<file path="src/rtl/gir_wb_sched_pkg.sv">
// Shared types and constants for the GIR writeback scheduler and its scoreboard.
package gir_wb_sched_pkg;

  localparam int GIR_XLEN = 64;
  localparam int GIR_NREG = 32;
  localparam int IDX_W    = 5;

  typedef logic [IDX_W-1:0] reg_idx_t;

  // Requester whose turn it is when both writeback paths are valid.
  typedef enum logic {
    WB_EXU = 1'b0,
    WB_LSU = 1'b1
  } wb_src_e;

  typedef struct packed {
    reg_idx_t            rd;
    logic [GIR_XLEN-1:0] data;
  } wb_req_t;

  function automatic logic idx_nonzero(input reg_idx_t idx);
    return idx != '0;
  endfunction

endpackage

</file>
<file path="src/rtl/gir_scoreboard.sv">
// Pending-write scoreboard for the GIR: one set port, one clear port, three read ports.
module gir_scoreboard
  import gir_wb_sched_pkg::*;
#(
  parameter int NREG = GIR_NREG
) (
  input  logic            clk,
  input  logic            rst,
  input  logic            set_en,
  input  reg_idx_t        set_idx,
  input  logic            clr_en,
  input  reg_idx_t        clr_idx,
  input  reg_idx_t        rs1_idx,
  input  reg_idx_t        rs2_idx,
  input  reg_idx_t        rd_idx,
  output logic            rs1_busy,
  output logic            rs2_busy,
  output logic            rd_busy,
  output logic [NREG-1:0] busy
);

  logic [NREG-1:0] busy_q;
  logic [NREG-1:0] busy_d;

  // Set is applied after clear so a same-edge collision leaves the register pending.
  always_comb begin
    busy_d = busy_q;
    if (clr_en) busy_d[clr_idx] = 1'b0;
    if (set_en) busy_d[set_idx] = 1'b1;
    busy_d[0] = 1'b0;
  end

  always_ff @(posedge clk or negedge rst) begin
    if (!rst) busy_q <= '0;
    else      busy_q <= busy_d;
  end

  assign rs1_busy = busy_q[rs1_idx];
  assign rs2_busy = busy_q[rs2_idx];
  assign rd_busy  = busy_q[rd_idx];
  assign busy     = busy_q;

endmodule

</file>
<file path="src/rtl/gir_wb_sched.sv">
// GIR writeback scheduler: round-robin EXU/LSU arbitration onto the single GIR write port,
// plus issue hazard detection against the pending-write scoreboard.
module gir_wb_sched
  import gir_wb_sched_pkg::*;
#(
  parameter int XLEN = GIR_XLEN,
  parameter int NREG = GIR_NREG
) (
  input  logic            clk,
  input  logic            rst,
  input  logic            iss_valid,
  input  reg_idx_t        iss_rs1,
  input  reg_idx_t        iss_rs2,
  input  reg_idx_t        iss_rd,
  input  logic            iss_rd_wen,
  output logic            iss_ready,
  input  logic            exu_wb_valid,
  input  reg_idx_t        exu_wb_rd,
  input  logic [XLEN-1:0] exu_wb_data,
  output logic            exu_wb_ready,
  input  logic            lsu_wb_valid,
  input  reg_idx_t        lsu_wb_rd,
  input  logic [XLEN-1:0] lsu_wb_data,
  output logic            lsu_wb_ready,
  output reg_idx_t        rd,
  output logic            rd_wen,
  output logic [XLEN-1:0] x_rd,
  output logic [NREG-1:0] busy,
  output logic            wb_err
);

  logic            rs1_busy;
  logic            rs2_busy;
  logic            rd_busy;
  logic            hazard;
  logic            iss_fire;
  logic            sb_set_en;
  wb_src_e         rr_q;
  logic            exu_gnt;
  logic            lsu_gnt;
  logic            gnt_any;
  reg_idx_t        gnt_rd;
  logic [XLEN-1:0] gnt_data;
  logic            gnt_write;

  gir_scoreboard #(.NREG(NREG)) u_scoreboard (
    .clk      (clk),
    .rst      (rst),
    .set_en   (sb_set_en),
    .set_idx  (iss_rd),
    .clr_en   (rd_wen),
    .clr_idx  (rd),
    .rs1_idx  (iss_rs1),
    .rs2_idx  (iss_rs2),
    .rd_idx   (iss_rd),
    .rs1_busy (rs1_busy),
    .rs2_busy (rs2_busy),
    .rd_busy  (rd_busy),
    .busy     (busy)
  );

  assign hazard    = rs1_busy | rs2_busy | (iss_rd_wen & rd_busy);
  assign iss_ready = ~hazard;
  assign iss_fire  = iss_valid & iss_ready;
  assign sb_set_en = iss_fire & iss_rd_wen & idx_nonzero(iss_rd);

  // A lone requester always wins; on contention rr_q names the one that did not win last.
  always_comb begin
    exu_gnt = exu_wb_valid & (~lsu_wb_valid | (rr_q == WB_EXU));
    lsu_gnt = lsu_wb_valid & ~exu_gnt;
    gnt_any = exu_gnt | lsu_gnt;
    if (exu_gnt) begin
      gnt_rd   = exu_wb_rd;
      gnt_data = exu_wb_data;
    end else begin
      gnt_rd   = lsu_wb_rd;
      gnt_data = lsu_wb_data;
    end
    gnt_write = gnt_any & idx_nonzero(gnt_rd);
  end

  assign exu_wb_ready = exu_gnt;
  assign lsu_wb_ready = lsu_gnt;

  always_ff @(posedge clk or negedge rst) begin
    if (!rst) begin
      rr_q   <= WB_EXU;
      rd     <= '0;
      rd_wen <= 1'b0;
      x_rd   <= '0;
      wb_err <= 1'b0;
    end else begin
      rd_wen <= gnt_write;
      if (gnt_any) rr_q <= exu_gnt ? WB_LSU : WB_EXU;
      if (gnt_write) begin
        rd   <= gnt_rd;
        x_rd <= gnt_data;
      end
      // Writing a register nobody was waiting on means the pipeline lost track of ownership.
      if (gnt_write && !busy[gnt_rd]) wb_err <= 1'b1;
    end
  end

endmodule

</file>
<file path="config.mk">
export PLATFORM = sky130hd
export DESIGN_NAME = gir_wb_sched
export DESIGN_NICKNAME = d
export VERILOG_FILES = /design/src/rtl/gir_wb_sched_pkg.sv /design/src/rtl/gir_scoreboard.sv /design/src/rtl/gir_wb_sched.sv
export SDC_FILE = /design/constraint.sdc
export NUM_CORES = 1
export LEC_CHECK = 0
export CAP_MARGIN = 10
export CORE_UTILIZATION = 46
export CTS_CLUSTER_SIZE = 28
export DETAILED_ROUTE_END_ITERATION = 12
export PLACE_DENSITY = 0.95
export SLEW_MARGIN = 20
export SYNTH_ARGS = -nofsm -noshare
export SYNTH_HDL_FRONTEND = slang
export SYNTH_SLANG_ARGS = --single-unit
</file>
<file path="constraint.sdc">
create_clock -name clk -period 5.5 [get_ports clk]
set_clock_uncertainty 0.2 [all_clocks]
set_input_delay 0.825 -clock clk [delete_from_list [all_inputs] [get_ports clk]]
set_output_delay 0.825 -clock clk [all_outputs]
set_load 0.01 [all_outputs]
</file>
# Word-level counts from Yosys, hierarchy flattened
# Index checks and enable logic that the tools add are counted.
dict set report word_totals {
  wordCells 54
  register_bits 103
  in_bits 159
  out_inout_bits 106
}
dict set report classes {
  bitwise 18
  magnitude_cmp 7
  n_mux 17
  n_reduce_logical 6
}
# cell n
set op_table {}
lappend op_table {{$mux 32} 2}
lappend op_table {{$mux 64} 1}
lappend op_table {{$and 32x32->32} 1}
lappend op_table {{$not 32->32} 1}
lappend op_table {{$or 32x32->32} 1}
lappend op_table {{$lt 5x6->1 const B} 5}
lappend op_table {{$bmux 1 s5} 4}
lappend op_table {{$demux 1 s5} 2}
lappend op_table {{$ge 5x1->1 const B} 2}
lappend op_table {{$reduce_bool 5->1} 2}
lappend op_table {{$and 1x1->1} 7}
lappend op_table {{$mux 1} 7}
lappend op_table {{$mux 5} 1}
lappend op_table {{$not 1->1} 4}
lappend op_table {{$or 1x1->1} 4}
lappend op_table {{$logic_and 1x1->1} 3}
lappend op_table {{$logic_not 1->1} 1}

# Depth between registers and ports, before layout
dict set report logic_depth {
  word_depth 9
  mapped_depth 10
  mapped_depth_nobuf 7
}

# By module
# A second synthesis with hierarchy kept.
dict set report hier_totals {
  cells_unflattened 697
  area_unflattened_um2 6024.5
}
# module seq_area_each_um2 n_inst area_per_inst_um2 cells_per_inst
set by_module_without_submodules {}
lappend by_module_without_submodules {gir_wb_sched 1801.7 1 3876.2 466}
lappend by_module_without_submodules {gir_scoreboard 775.7 1 2148.3 231}

# Worst setup path after synthesis
# No wires, ideal clock.
dict set report synth_path {
  kind {input port to output port}
  startpoint {in exu_wb_valid}
  endpoint {out lsu_wb_ready}
  arrival_time_ns 2.252
  cell_stages 6
  slack_ns 2.223
  n_path_buf 4
  required_time_ns 4.475
  path_cell_list {a21boi_1 -> buf_2 -> buf_2 -> buf_2 -> buf_2 -> nor2b_1}
}
dict set report synth_between {
  elab_chain_len 3
}
# item line_no
set synth_rtl {}
lappend synth_rtl {{start, declared} gir_wb_sched.sv:17} ;# input logic exu_wb_valid,
lappend synth_rtl {{$and 1x1->1} gir_wb_sched.sv:69} ;# exu_gnt = exu_wb_valid & (~lsu_wb_valid | (rr_q == WB_EXU));
lappend synth_rtl {{named net exu_wb_ready} gir_wb_sched.sv:20} ;# output logic exu_wb_ready,
lappend synth_rtl {{$not 1->1} gir_wb_sched.sv:70} ;# lsu_gnt = lsu_wb_valid & ~exu_gnt;
lappend synth_rtl {{$and 1x1->1} gir_wb_sched.sv:70}
lappend synth_rtl {{end, declared} gir_wb_sched.sv:24} ;# output logic lsu_wb_ready,
# The timed path passes the listed nets, and every way through them passes these cells.

# Worst setup path in the final report
dict set report layout_path {
  startpoint {in iss_rs2[0]}
  endpoint {out iss_ready}
}
dict set report layout_between {
  elab_chain_len 5
}
# item line_no
set layout_rtl {}
lappend layout_rtl {{start, declared} gir_wb_sched.sv:13} ;# input reg_idx_t iss_rs2,
lappend layout_rtl {{$bmux 1 s5} gir_scoreboard.sv:39} ;# assign rs2_busy = busy_q[rs2_idx];
lappend layout_rtl {{$mux 1 (not written as such)} gir_scoreboard.sv:39}
lappend layout_rtl {{$or 1x1->1 (2 in a row)} gir_wb_sched.sv:62} ;# assign hazard = rs1_busy | rs2_busy | (iss_rd_wen & rd_busy);
lappend layout_rtl {{$not 1->1} gir_wb_sched.sv:63} ;# assign iss_ready = ~hazard;
lappend layout_rtl {{end, declared} gir_wb_sched.sv:16} ;# output logic iss_ready,
# Every way passes these cells. The select of a mux whose other input is x is not followed.

==> flow_summary.toml <==
[worst_hold_path]
hold_class = "in -> async"

[detailed_routing]
firstDrtPassIters = 5
wire_per_inst_um = 20.3
drt-total-wl_um = 20600
dr.first_iter.drc_count = 762
drc = 0
ant_nets = 0
dr_total_vias = 5982
vias_per_cell = 5.88

[critical_path]
endpoint_kind = "output port"
worst-setup-path-type = "in -> out"
crit_required_ns = 4.47
timing.rr.end = "x_rd[30]$_DFFE_PN0P_"
r2r_cells = 5
r2r_setup_slack_ns = 2.47
cp_top_family = "buffers and inverters"
startpoint_type = "primary input"
path_depth = 8
critPathMaxStageDelay_ns = 0.74
critPathMaxFanout = 7
cp_common_cell = "clkdlybuf4s50_1"
arrival_ns = 3.56
r2r_start = "rr_q$_DFFE_PN0P_"
path_buf_inv = 2
cp_slowest_cell = "clkdlybuf4s50_1"
crit_chain = "clkdlybuf4s50_1 > mux4_1 > nand2b_1 > o2111ai_1 > o31a_1 > nand4_1 > a21oi_1 > clkdlybuf4s50_1"

[synth]
synth.top_cell.area_share_pct = 43.1
seq_area_frac_synth_pct = 43.1
synthCells = 603
synth_edf_count = 0
synthArstFlopShare_pct = 100
ys.flop_type = "dfrtp_1"
syn_area_sq_mm = 0.00598
yosys-top-cells-area = "dfrtp_1 43%, mux2i_1 16%, o21ai_0 8.8%"
synth.distinct_cells = 51
yosysTopAreaCell = "dfrtp_1"
ys_ff_latch = 103
syn_nets = 762
yosys_warnings = 0
syn_avg_cell_area_sq_um = 9.91

[die]
ios = 265
chipHeight_um = 116
rows = 41
core_sq_mm = 0.0127
initial_utilization_pct = 47.2
die_width_um = 116
die_area_sq_mm = 0.0135

[timing]
whs_ns = 0.269
hold_viol = 0
slew_headroom_pct = 43.2
layout_min_cycle_time_ns = 4.59
worstMarginPinSlew_ns = 0.852
slew_viol_final = 0
rsz0062_at_grt = "false"
max_freq_mhz = 218
fin_tns_setup_ns = 0
min_period_over_period_pct = 83.4
finalSetupViolCount = 0

[cts]
cts_root_buffer = "clkbuf_16"
cts_resized = 0
cts_buffers = 9
cts_sinks = 103
cts.clk_slew.worst_paths_ns = 0.06
h-tree-depth = 3
cts_buffer_depth = 2
cts_tree = "done"
cts_setup_buffers = 0
worstSkewPairLatency_ns = 0.35
hold_buffers = 0

[placement]
dpl.hpwl_um = 15200
place_area_sq_mm = 0.00870
place_congestion = 0.945
port_buffers = 263

[pwr]
swShare_pct = 37.0
powerDensity_mw_per_mm2 = 344
p_seq_share_pct = 41.7
p_clk_share_pct = 19.0
irDropWorstVdd_mv = 0.193
comb_power_share_pct = 39.3
power.leakage_nw = 3.58
p_int_mw = 1.94
p_sw_mw = 1.14
finalPower_mw = 3.09

[flow_run]
cap_violations = 0

[status]
status = "complete, no violations"

[layout]
final_area_sq_mm = 0.00897
diodes = 0
drive_above_1_share_pct = 6.27
post-route-util_pct = 70.8
fillers = 929
final_cell_mix = "262 x clkdlybuf4s50_1, 105 x o21ai_0, 103 x dfrtp_1, 98 x mux2i_1, 87 x nand2_1"
final_common_cell = "clkdlybuf4s50_1"
syn_to_final_growth_pct = 50.0
nNetsFinal = 999

[global_route]
grt_antenna_before_repair = 0
grt_max_degree = 103
grt_usage_pct = 30.5
overflow = 0
grt_pass1_vias = 5739
grt_pass1_wl_um = 30600
==> Yosys cell counts, types with 2 or more instances <==
cell and instances:
buf_6 2, mux2i_1 98, or3_1 2, mux2_2 6, nand4_1 4, o21ai_0 105, nor2b_1 3, or3b_2 3
and3_1 2, buf_2 15, nor3b_1 3, nand4b_1 4, buf_1 2, a21oi_1 7, a211oi_1 3, clkbuf_1 25
nand3_1 7, nor2_1 10, o22ai_1 6, o41ai_1 4, and2_1 2, a31oi_1 5, nand2b_1 3, dfrtp_1 103
a32oi_1 2, nand2_1 87, o31ai_1 25, o211ai_1 2, nor3_1 8, nor4b_1 4, nand3b_1 6, inv_1 11
nor4_1 2, mux4_2 13, o41ai_2 3
==> logic make-up (layout without fill, tap and decap cells) <==
family	Yosys count	count (layout)	share of synthesized area, %
AO/OA/AOI/OAI	171	171	17.3
AND/OR/NAND/NOR	154	154	12.5
multiplexers	118	118	22.9
flip-flops	103	103	43.1
buffers and inverters	56	298	4.14
other	1	1	0.0627
==> power by group through the flow <==
stage	registers, mW	logic (mW)	clock network, mW
floorplan	1.19	0.524	0
global placement	1.27	1.17	0
detailed placement	1.27	1.20	0
CTS	1.26	1.21	0.600
global route	1.29	1.31	0.628
finish	1.29	1.21	0.585
==> worst register-to-register path, stage by stage, from the launching register on <==
cell and delay [ns]:
dfrtp_1 0.41, a21boi_4 0.68, mux2_2 0.49, o22ai_4 0.14
buf_4 0.68, o21ai_0 0.29
==> worst max path at each step <==
| stage | to | slack (ns) | startpoint |
|---|---|---|---|
| finish | iss_ready | 0.91 | iss_rs2[0] |
| global route | iss_ready | 0.83 | iss_rs2[0] |
| CTS | iss_ready | 0.95 | iss_rs2[0] |
| detailed placement | iss_ready | 0.97 | iss_rs2[0] |
| global placement | iss_ready | 0.96 | iss_rs2[0] |
| floorplan | lsu_wb_ready | 2.22 | exu_wb_valid |
==> metrics by stage <==
step / instances / worst slack [ns]
global placement: 1001 / 0.963
CTS: 1017 / 0.948
finish: 1017 / 0.914
floorplan: 603 / 2.22
detailed placement: 1001 / 0.972
global route: 1017 / 0.828
==> registers in the layout, indices dropped and copies added, names as in the netlist <==
signal and count:
x_rd 64, u_scoreboard.busy 31, rd 5, rd_wen 1, rr_q 1, wb_err 1
==> metal layers <==
layer | vias to the layer above | part of all wire [%] | track usage, %
met1 | 2807 | 38 | 37.1
met4 | 0 | 3.9 | 15.9
li1 | 2710 | - | -
met2 | 398 | 48 | 50.0
met3 | 67 | 10 | 8.11
met5 | - | 0 | 0
==> cell type report <==
cell class | instances | area [sq um] | area share (%)
Sequential cell | 103 | 2580 | 28.7
Clock inverter | 5 | 33.8 | 0.377
Clock buffer | 11 | 233 | 2.59
Inverter | 11 | 41.3 | 0.460
Timing Repair Buffer | 271 | 2690 | 30.0
Tap cell | 172 | 215 | 2.40
Multi-Input combinational cell | 444 | 3180 | 35.4
Note: power is estimated with default switching activity, not from simulation.
